--- src/rtl/exec_pkg.sv ---
// Shared constants for the execute/memory block: ALU control codes,
// the R-type ALUOp marker and MIPS function-field encodings.
package exec_pkg;

  localparam logic [3:0] ALU_AND  = 4'b0000;
  localparam logic [3:0] ALU_OR   = 4'b0001;
  localparam logic [3:0] ALU_ADD  = 4'b0010;
  localparam logic [3:0] ALU_SLL  = 4'b0011;
  localparam logic [3:0] ALU_SRL  = 4'b0100;
  localparam logic [3:0] ALU_SUB  = 4'b0110;
  localparam logic [3:0] ALU_SLT  = 4'b0111;
  localparam logic [3:0] ALU_ADDU = 4'b1000;
  localparam logic [3:0] ALU_SUBU = 4'b1001;
  localparam logic [3:0] ALU_XOR  = 4'b1010;
  localparam logic [3:0] ALU_SLTU = 4'b1011;
  localparam logic [3:0] ALU_NOR  = 4'b1100;
  localparam logic [3:0] ALU_SRA  = 4'b1101;
  localparam logic [3:0] ALU_LUI  = 4'b1110;
  localparam logic [3:0] ALU_BAD  = 4'b1111;

  localparam logic [3:0] ALUOP_RTYPE = 4'b1111;

  localparam logic [5:0] FN_SLL  = 6'b000000;
  localparam logic [5:0] FN_SRL  = 6'b000010;
  localparam logic [5:0] FN_SRA  = 6'b000011;
  localparam logic [5:0] FN_ADD  = 6'b100000;
  localparam logic [5:0] FN_ADDU = 6'b100001;
  localparam logic [5:0] FN_SUB  = 6'b100010;
  localparam logic [5:0] FN_SUBU = 6'b100011;
  localparam logic [5:0] FN_AND  = 6'b100100;
  localparam logic [5:0] FN_OR   = 6'b100101;
  localparam logic [5:0] FN_XOR  = 6'b100110;
  localparam logic [5:0] FN_NOR  = 6'b100111;
  localparam logic [5:0] FN_SLT  = 6'b101010;
  localparam logic [5:0] FN_SLTU = 6'b101011;

endpackage

--- src/rtl/alu_ctrl_decoder.sv ---
// ALU-control decoder: passes non-R-type ALUOp straight through and
// decodes the function field for R-type instructions.
module alu_ctrl_decoder
  import exec_pkg::*;
(
  input  logic [3:0] alu_op,
  input  logic [5:0] func,
  output logic [3:0] alu_ctrl
);

  always_comb begin
    alu_ctrl = alu_op;
    if (alu_op == ALUOP_RTYPE) begin
      unique case (func)
        FN_SLL:  alu_ctrl = ALU_SLL;
        FN_SRL:  alu_ctrl = ALU_SRL;
        FN_SRA:  alu_ctrl = ALU_SRA;
        FN_ADD:  alu_ctrl = ALU_ADD;
        FN_ADDU: alu_ctrl = ALU_ADDU;
        FN_SUB:  alu_ctrl = ALU_SUB;
        FN_SUBU: alu_ctrl = ALU_SUBU;
        FN_AND:  alu_ctrl = ALU_AND;
        FN_OR:   alu_ctrl = ALU_OR;
        FN_XOR:  alu_ctrl = ALU_XOR;
        FN_NOR:  alu_ctrl = ALU_NOR;
        FN_SLT:  alu_ctrl = ALU_SLT;
        FN_SLTU: alu_ctrl = ALU_SLTU;
        default: alu_ctrl = ALU_BAD;
      endcase
    end
  end

endmodule

--- src/rtl/exec_mem_unit.sv ---
// Execute/memory datapath: ALU-control decode, 32-bit ALU with Zero flag and
// a falling-edge data memory. Build option ALU_PRESHIFT_EN takes SRL from pre_shift.
module exec_mem_unit
  import exec_pkg::*;
#(
  parameter int MEM_WORDS = 64,
  parameter int DATA_W    = 32,
  localparam int ADDR_W   = $clog2(MEM_WORDS)
) (
  input  logic              clk,
  input  logic              Reset_L,
  input  logic [3:0]        alu_op,
  input  logic [5:0]        func,
  input  logic [DATA_W-1:0] bus_a,
  input  logic [DATA_W-1:0] bus_b,
  input  logic [4:0]        shamt,
  input  logic [DATA_W-1:0] pre_shift,
  output logic [3:0]        alu_ctrl,
  output logic [DATA_W-1:0] alu_out,
  output logic              zero,
  input  logic              mem_read,
  input  logic              mem_write,
  input  logic [ADDR_W-1:0] mem_addr,
  input  logic [DATA_W-1:0] mem_wdata,
  output logic [DATA_W-1:0] mem_rdata
);

  logic [DATA_W-1:0] srlResult;
  logic [DATA_W-1:0] memArray [MEM_WORDS];

  alu_ctrl_decoder uDecoder (
    .alu_op  (alu_op),
    .func    (func),
    .alu_ctrl(alu_ctrl)
  );

`ifdef ALU_PRESHIFT_EN
  assign srlResult = pre_shift;
`else
  logic unusedPreShift;
  assign unusedPreShift = ^pre_shift;
  assign srlResult      = bus_b >> shamt;
`endif

  always_comb begin
    alu_out = '0;
    unique case (alu_ctrl)
      ALU_AND:  alu_out = bus_a & bus_b;
      ALU_OR:   alu_out = bus_a | bus_b;
      ALU_XOR:  alu_out = bus_a ^ bus_b;
      ALU_NOR:  alu_out = ~(bus_a | bus_b);
      ALU_ADD,
      ALU_ADDU: alu_out = bus_a + bus_b;
      ALU_SUB,
      ALU_SUBU: alu_out = bus_a - bus_b;
      ALU_SLT:  alu_out = {{(DATA_W-1){1'b0}}, ($signed(bus_a) < $signed(bus_b))};
      ALU_SLTU: alu_out = {{(DATA_W-1){1'b0}}, (bus_a < bus_b)};
      ALU_SLL:  alu_out = bus_b << shamt;
      ALU_SRL:  alu_out = srlResult;
      ALU_SRA:  alu_out = $signed(bus_b) >>> shamt;
      ALU_LUI:  alu_out = {bus_b[15:0], 16'h0};
      default:  alu_out = '0;
    endcase
  end

  assign zero = (alu_out == '0);

  // Falling-edge write lets a same-cycle read see the old word until mid-cycle.
  always_ff @(negedge clk or negedge Reset_L) begin
    if (!Reset_L) begin
      for (int i = 0; i < MEM_WORDS; i++) memArray[i] <= '0;
    end else if (mem_write) begin
      memArray[mem_addr] <= mem_wdata;
    end
  end

  assign mem_rdata = mem_read ? memArray[mem_addr] : '0;

endmodule

--- config.mk ---
export PLATFORM = sky130hd
export DESIGN_NAME = exec_mem_unit
export DESIGN_NICKNAME = d
export VERILOG_FILES = /design/src/rtl/exec_pkg.sv /design/src/rtl/alu_ctrl_decoder.sv /design/src/rtl/exec_mem_unit.sv
export SDC_FILE = /design/constraint.sdc
export NUM_CORES = 2
export LEC_CHECK = 0
export CELL_PAD_IN_SITES_DETAIL_PLACEMENT = 1
export CELL_PAD_IN_SITES_GLOBAL_PLACEMENT = 1
export CORE_MARGIN = 4
export CORE_UTILIZATION = 40
export DETAILED_ROUTE_END_ITERATION = 8
export PLACE_DENSITY_LB_ADDON = 0.1
export SYNTH_ARGS = -nofsm -noshare
export SYNTH_HDL_FRONTEND = slang
export SYNTH_SLANG_ARGS = --single-unit
--- constraint.sdc ---
create_clock -name clk -period 13.9 [get_ports clk]
set_clock_uncertainty 0.05 [all_clocks]
set_input_delay 3.475 -clock clk [delete_from_list [all_inputs] [get_ports clk]]
set_output_delay 3.475 -clock clk [all_outputs]
set_load 0.03 [all_outputs]
==> report_table.html <==
<table>
<tr><th>Metric</th><th>Value</th></tr>
<tr><th colspan="2">Cells and area</th></tr>
<tr><td>Most common library cell in the layout ignoring fill and taps</td><td>mux2_2</td></tr>
<tr><td>Final Util</td><td>46.08%</td></tr>
<tr><td>Most frequent cells in the layout</td><td>mux2_2, dfrtn_1, a22oi_1</td></tr>
<tr><td>Area of the multi-input gates</td><td>43820 um^2</td></tr>
<tr><td>Share of cells above drive strength 1</td><td>37.11%</td></tr>
<tr><td>Largest registers</td><td>memArray x2048</td></tr>
<tr><td>Sequential cell area</td><td>51250 um^2</td></tr>
<tr><td>Top register by number of flip-flops</td><td>memArray</td></tr>
<tr><td>Number of flip-flops under the largest register name</td><td>2048</td></tr>
<tr><td>Layout area overhead</td><td>14.60%</td></tr>
<tr><td>Number of nets in the layout</td><td>7922</td></tr>
<tr><td>Number of inserted filler cells in the final layout</td><td>24370</td></tr>
<tr><th colspan="2">STA</th></tr>
<tr><td>Setup violators final</td><td>0</td></tr>
<tr><td>Final count of hold timing violations</td><td>0</td></tr>
<tr><td>Final-report max-slew violation count</td><td>0</td></tr>
<tr><td>Rel. slew slack</td><td>8.393%</td></tr>
<tr><td>Worst-margin pin slew</td><td>1.364 ns</td></tr>
<tr><td>Worst path setup slack after routing</td><td>0.03707 ns</td></tr>
<tr><th colspan="2">Logic synthesis</th></tr>
<tr><td>Post-synthesis instance area</td><td>97880 um^2</td></tr>
<tr><td>Predominant post-synthesis flop cell</td><td>dfrtn_1</td></tr>
<tr><td>Count of warnings emitted by yosys</td><td>0</td></tr>
<tr><td>Net count after synthesis</td><td>8007</td></tr>
<tr><td>Distinct cell type count of the synthesized netlist</td><td>92</td></tr>
<tr><td>Sequential-to-total area share from yosys stat</td><td>52.36%</td></tr>
<tr><td>Cell count after synthesis</td><td>7753</td></tr>
<tr><td>Mean instance size in the synthesized netlist</td><td>12.63 um^2</td></tr>
<tr><td>Number of enable flip-flop cells after synthesis</td><td>0</td></tr>
<tr><td>Asr flop ratio synth</td><td>100.0%</td></tr>
<tr><td>Post-synthesis register bit count</td><td>2048</td></tr>
<tr><th colspan="2">Place</th></tr>
<tr><td>Post-Place Setup Slack</td><td>0.2098 ns</td></tr>
<tr><td>Final GP Congestion</td><td>0.9460</td></tr>
<tr><td>Detailed placer's ending HPWL</td><td>228400 um</td></tr>
<tr><td>Count of buffers from port buffering</td><td>189</td></tr>
<tr><th colspan="2">CTS</th></tr>
<tr><td>CTS buffer count</td><td>221</td></tr>
<tr><td>Buffer type at the clock tree root</td><td>clkbuf_16</td></tr>
<tr><td>Reg clk slew, reported paths</td><td>0.04 ns</td></tr>
<tr><td>CTS Sinks</td><td>2048</td></tr>
<tr><td>Post-CTS setup buffer count</td><td>0</td></tr>
<tr><td>Clk_lat worst skew</td><td>0.76 ns</td></tr>
<tr><td>Clock tree from TritonCTS</td><td>done</td></tr>
<tr><td>Number of H-tree levels</td><td>4</td></tr>
<tr><td>CTS max path bufs</td><td>3</td></tr>
<tr><th colspan="2">Route</th></tr>
<tr><td>Final wirelength</td><td>380200 um</td></tr>
<tr><td>Post-detailed-route via-to-cell ratio</td><td>6.334</td></tr>
<tr><td>Total DRC errors in the routed layout</td><td>0</td></tr>
<tr><td>Number of nets still failing antenna checks after routing</td><td>0</td></tr>
<tr><td>Router iterations before antenna repair</td><td>6</td></tr>
<tr><td>Number of DRC markers in iteration 0</td><td>5520</td></tr>
<tr><td>Routed wirelength normalized by instance count</td><td>34.36 um</td></tr>
<tr><td>Vias after detailed routing</td><td>70080</td></tr>
<tr><th colspan="2">GRT</th></tr>
<tr><td>Wire length of the first global-routing pass</td><td>546600 um</td></tr>
<tr><td>Total overflow reported by the global router</td><td>0</td></tr>
<tr><td>Global-route usage over all layers</td><td>29.56%</td></tr>
<tr><td>Antenna violations before repair</td><td>18</td></tr>
<tr><td>Number of global-route vias before repair</td><td>74050</td></tr>
<tr><td>Pin count of the biggest net entering global routing</td><td>175</td></tr>
<tr><th colspan="2">Power and ir drop</th></tr>
<tr><td>Total power density per cell area</td><td>137.7 nW/um^2</td></tr>
<tr><td>Switching power of the nets</td><td>4102 uW</td></tr>
<tr><td>Internal power</td><td>11350 uW</td></tr>
<tr><td>Combinational cell fraction of total power</td><td>13.5%</td></tr>
<tr><td>Clock power frac</td><td>39.6%</td></tr>
<tr><td>Worst vdd ir</td><td>0.0001063 V</td></tr>
<tr><td>Switching share of power</td><td>26.55%</td></tr>
<tr><td>Sequential power share</td><td>46.9%</td></tr>
<tr><td>Standby leakage power</td><td>0.05035 uW</td></tr>
<tr><th colspan="2">Worst hold path</th></tr>
<tr><td>Class of the worst hold path</td><td>flip-flop to flip-flop</td></tr>
<tr><th colspan="2">Worst setup path</th></tr>
<tr><td>Largest fanout on the critical path</td><td>2</td></tr>
<tr><td>Worst endpoint data arrival time</td><td>10.34 ns</td></tr>
<tr><td>Category of the worst setup path capture point</td><td>primary output</td></tr>
<tr><td>Kind of start point of the critical path</td><td>flip-flop</td></tr>
<tr><td>Worst endpoint required time</td><td>10.38 ns</td></tr>
<tr><td>Critical path class</td><td>flip-flop to primary output</td></tr>
<tr><th colspan="2">Floorplan</th></tr>
<tr><td>Die Span X</td><td>502.7 um</td></tr>
<tr><td>Die area</td><td>252700 um^2</td></tr>
<tr><td>Floorplan row count</td><td>181</td></tr>
<tr><td>Starting utilization of the core area</td><td>40.21%</td></tr>
<tr><td>Core box area</td><td>243500 um^2</td></tr>
<tr><td>Die extent in y</td><td>502.7 um</td></tr>
<tr><td>Total I/O pin count</td><td>222</td></tr>
<tr><th colspan="2">Outcome</th></tr>
<tr><td>Run status</td><td>completed</td></tr>
<tr><th colspan="2">Run</th></tr>
<tr><td>Maxcap violations</td><td>0</td></tr>
</table>
-- logic make-up after synthesis --
group / Yosys count / share of synthesized area (%)
flip-flops: 2048 / 52.36
XOR/XNOR: 14 / 0.1253
buffers and inverters: 905 / 3.501
AND/OR/NAND/NOR: 647 / 3.208
AO/OA/AOI/OAI: 1860 / 14.21
multiplexers: 2178 / 25.29
adder cells (fa/ha/maj): 101 / 1.306
-- timing repair --
action | CTS | global route
gates resized for setup | 9 | 3
endpoints found under the setup margin | 9 | 3
gates cloned | 0 | 0
hold buffers | 0 | 0
-- power by group through the flow --
stage | clock [uW] | sequential, uW | combinational [uW]
floorplan | 0 | 7210 | 1350
global placement | 0 | 7280 | 2010
detailed placement | 0 | 7340 | 2070
CTS | 6250 | 7240 | 2080
global route | 6500 | 7340 | 2240
finish | 6130 | 7240 | 2080
-- critical path, stage by stage (launching register included) --
cell	delay [ns]
dfrtn_1	0.34
a22o_1	0.20
a221oi_1	0.31
a31oi_1	0.20
nor4_1	0.50
a21oi_1	0.39
clkdlybuf4s50_1	0.70
-- cells in the mapped netlist (all sizes together), types with 27 or more instances --
master	n	share of area [%]
a211oi	31	0.24
a21oi	141	0.72
a221oi	273	2.4
a22o	263	2.4
a22oi	534	4.1
a31oi	276	1.8
buf	199	0.79
clkbuf	593	2.3
dfrtn	2048	52
ha	99	1.3
inv	111	0.43
mux2	2071	24
mux2i	78	0.80
mux4	29	0.67
nand2	194	0.75
nor2	176	0.68
nor3	40	0.20
nor4	75	0.49
o21ai	105	0.56
o22ai	27	0.17
-- path summary, 6_finish.rpt --
check                            endpoint  slack, ns  cells past startpoint      startpoint
setup / recovery             mem_rdata[0]       0.04                      6  memArray[1472]
hold / removal             memArray[1914]       0.40                      1  memArray[1914]
setup reg to reg            memArray[871]      13.05                      1   memArray[871]
hold reg to reg            memArray[1914]       0.40                      1  memArray[1914]
max in group asynchronous   memArray[857]       2.88                      3         Reset_L
min in group asynchronous   memArray[308]       9.37                      1         Reset_L
-- layout make-up --
cell class	count	share of cell area [%]
well taps	3202	3.571
clock inverters	65	0.7819
inverters	113	0.3781
repair buffers	484	4.499
clock buffers	344	6.006
flip-flops and latches	2048	45.69
diodes	8	0.01785
multi-input cells	4800	39.06
-- routing by layer --
metal  wire length (um)  GRT usage, %
met4              13470         9.789
met1             172800         41.58
met3              17990         3.660
met2             175800         47.46
met5                 60             0
-- metrics by stage --
step | cells | area, um^2 | hold slack [ns] | power [uW] | TNS, ns
after floorplan | 7753 | 97880 | 0.3898 | 8563 | 0
final | 11060 | 112200 | 0.4000 | 15450 | 0
after global placement | 10650 | 104500 | 0.3969 | 9286 | 0
after global routing | 11060 | 112200 | 0.4078 | 16080 | -0.0005613
after CTS | 11060 | 112100 | 0.4039 | 15570 | 0
after detailed placement | 10650 | 104500 | 0.4038 | 9410 | 0
Power figures use the tool's default switching activity.
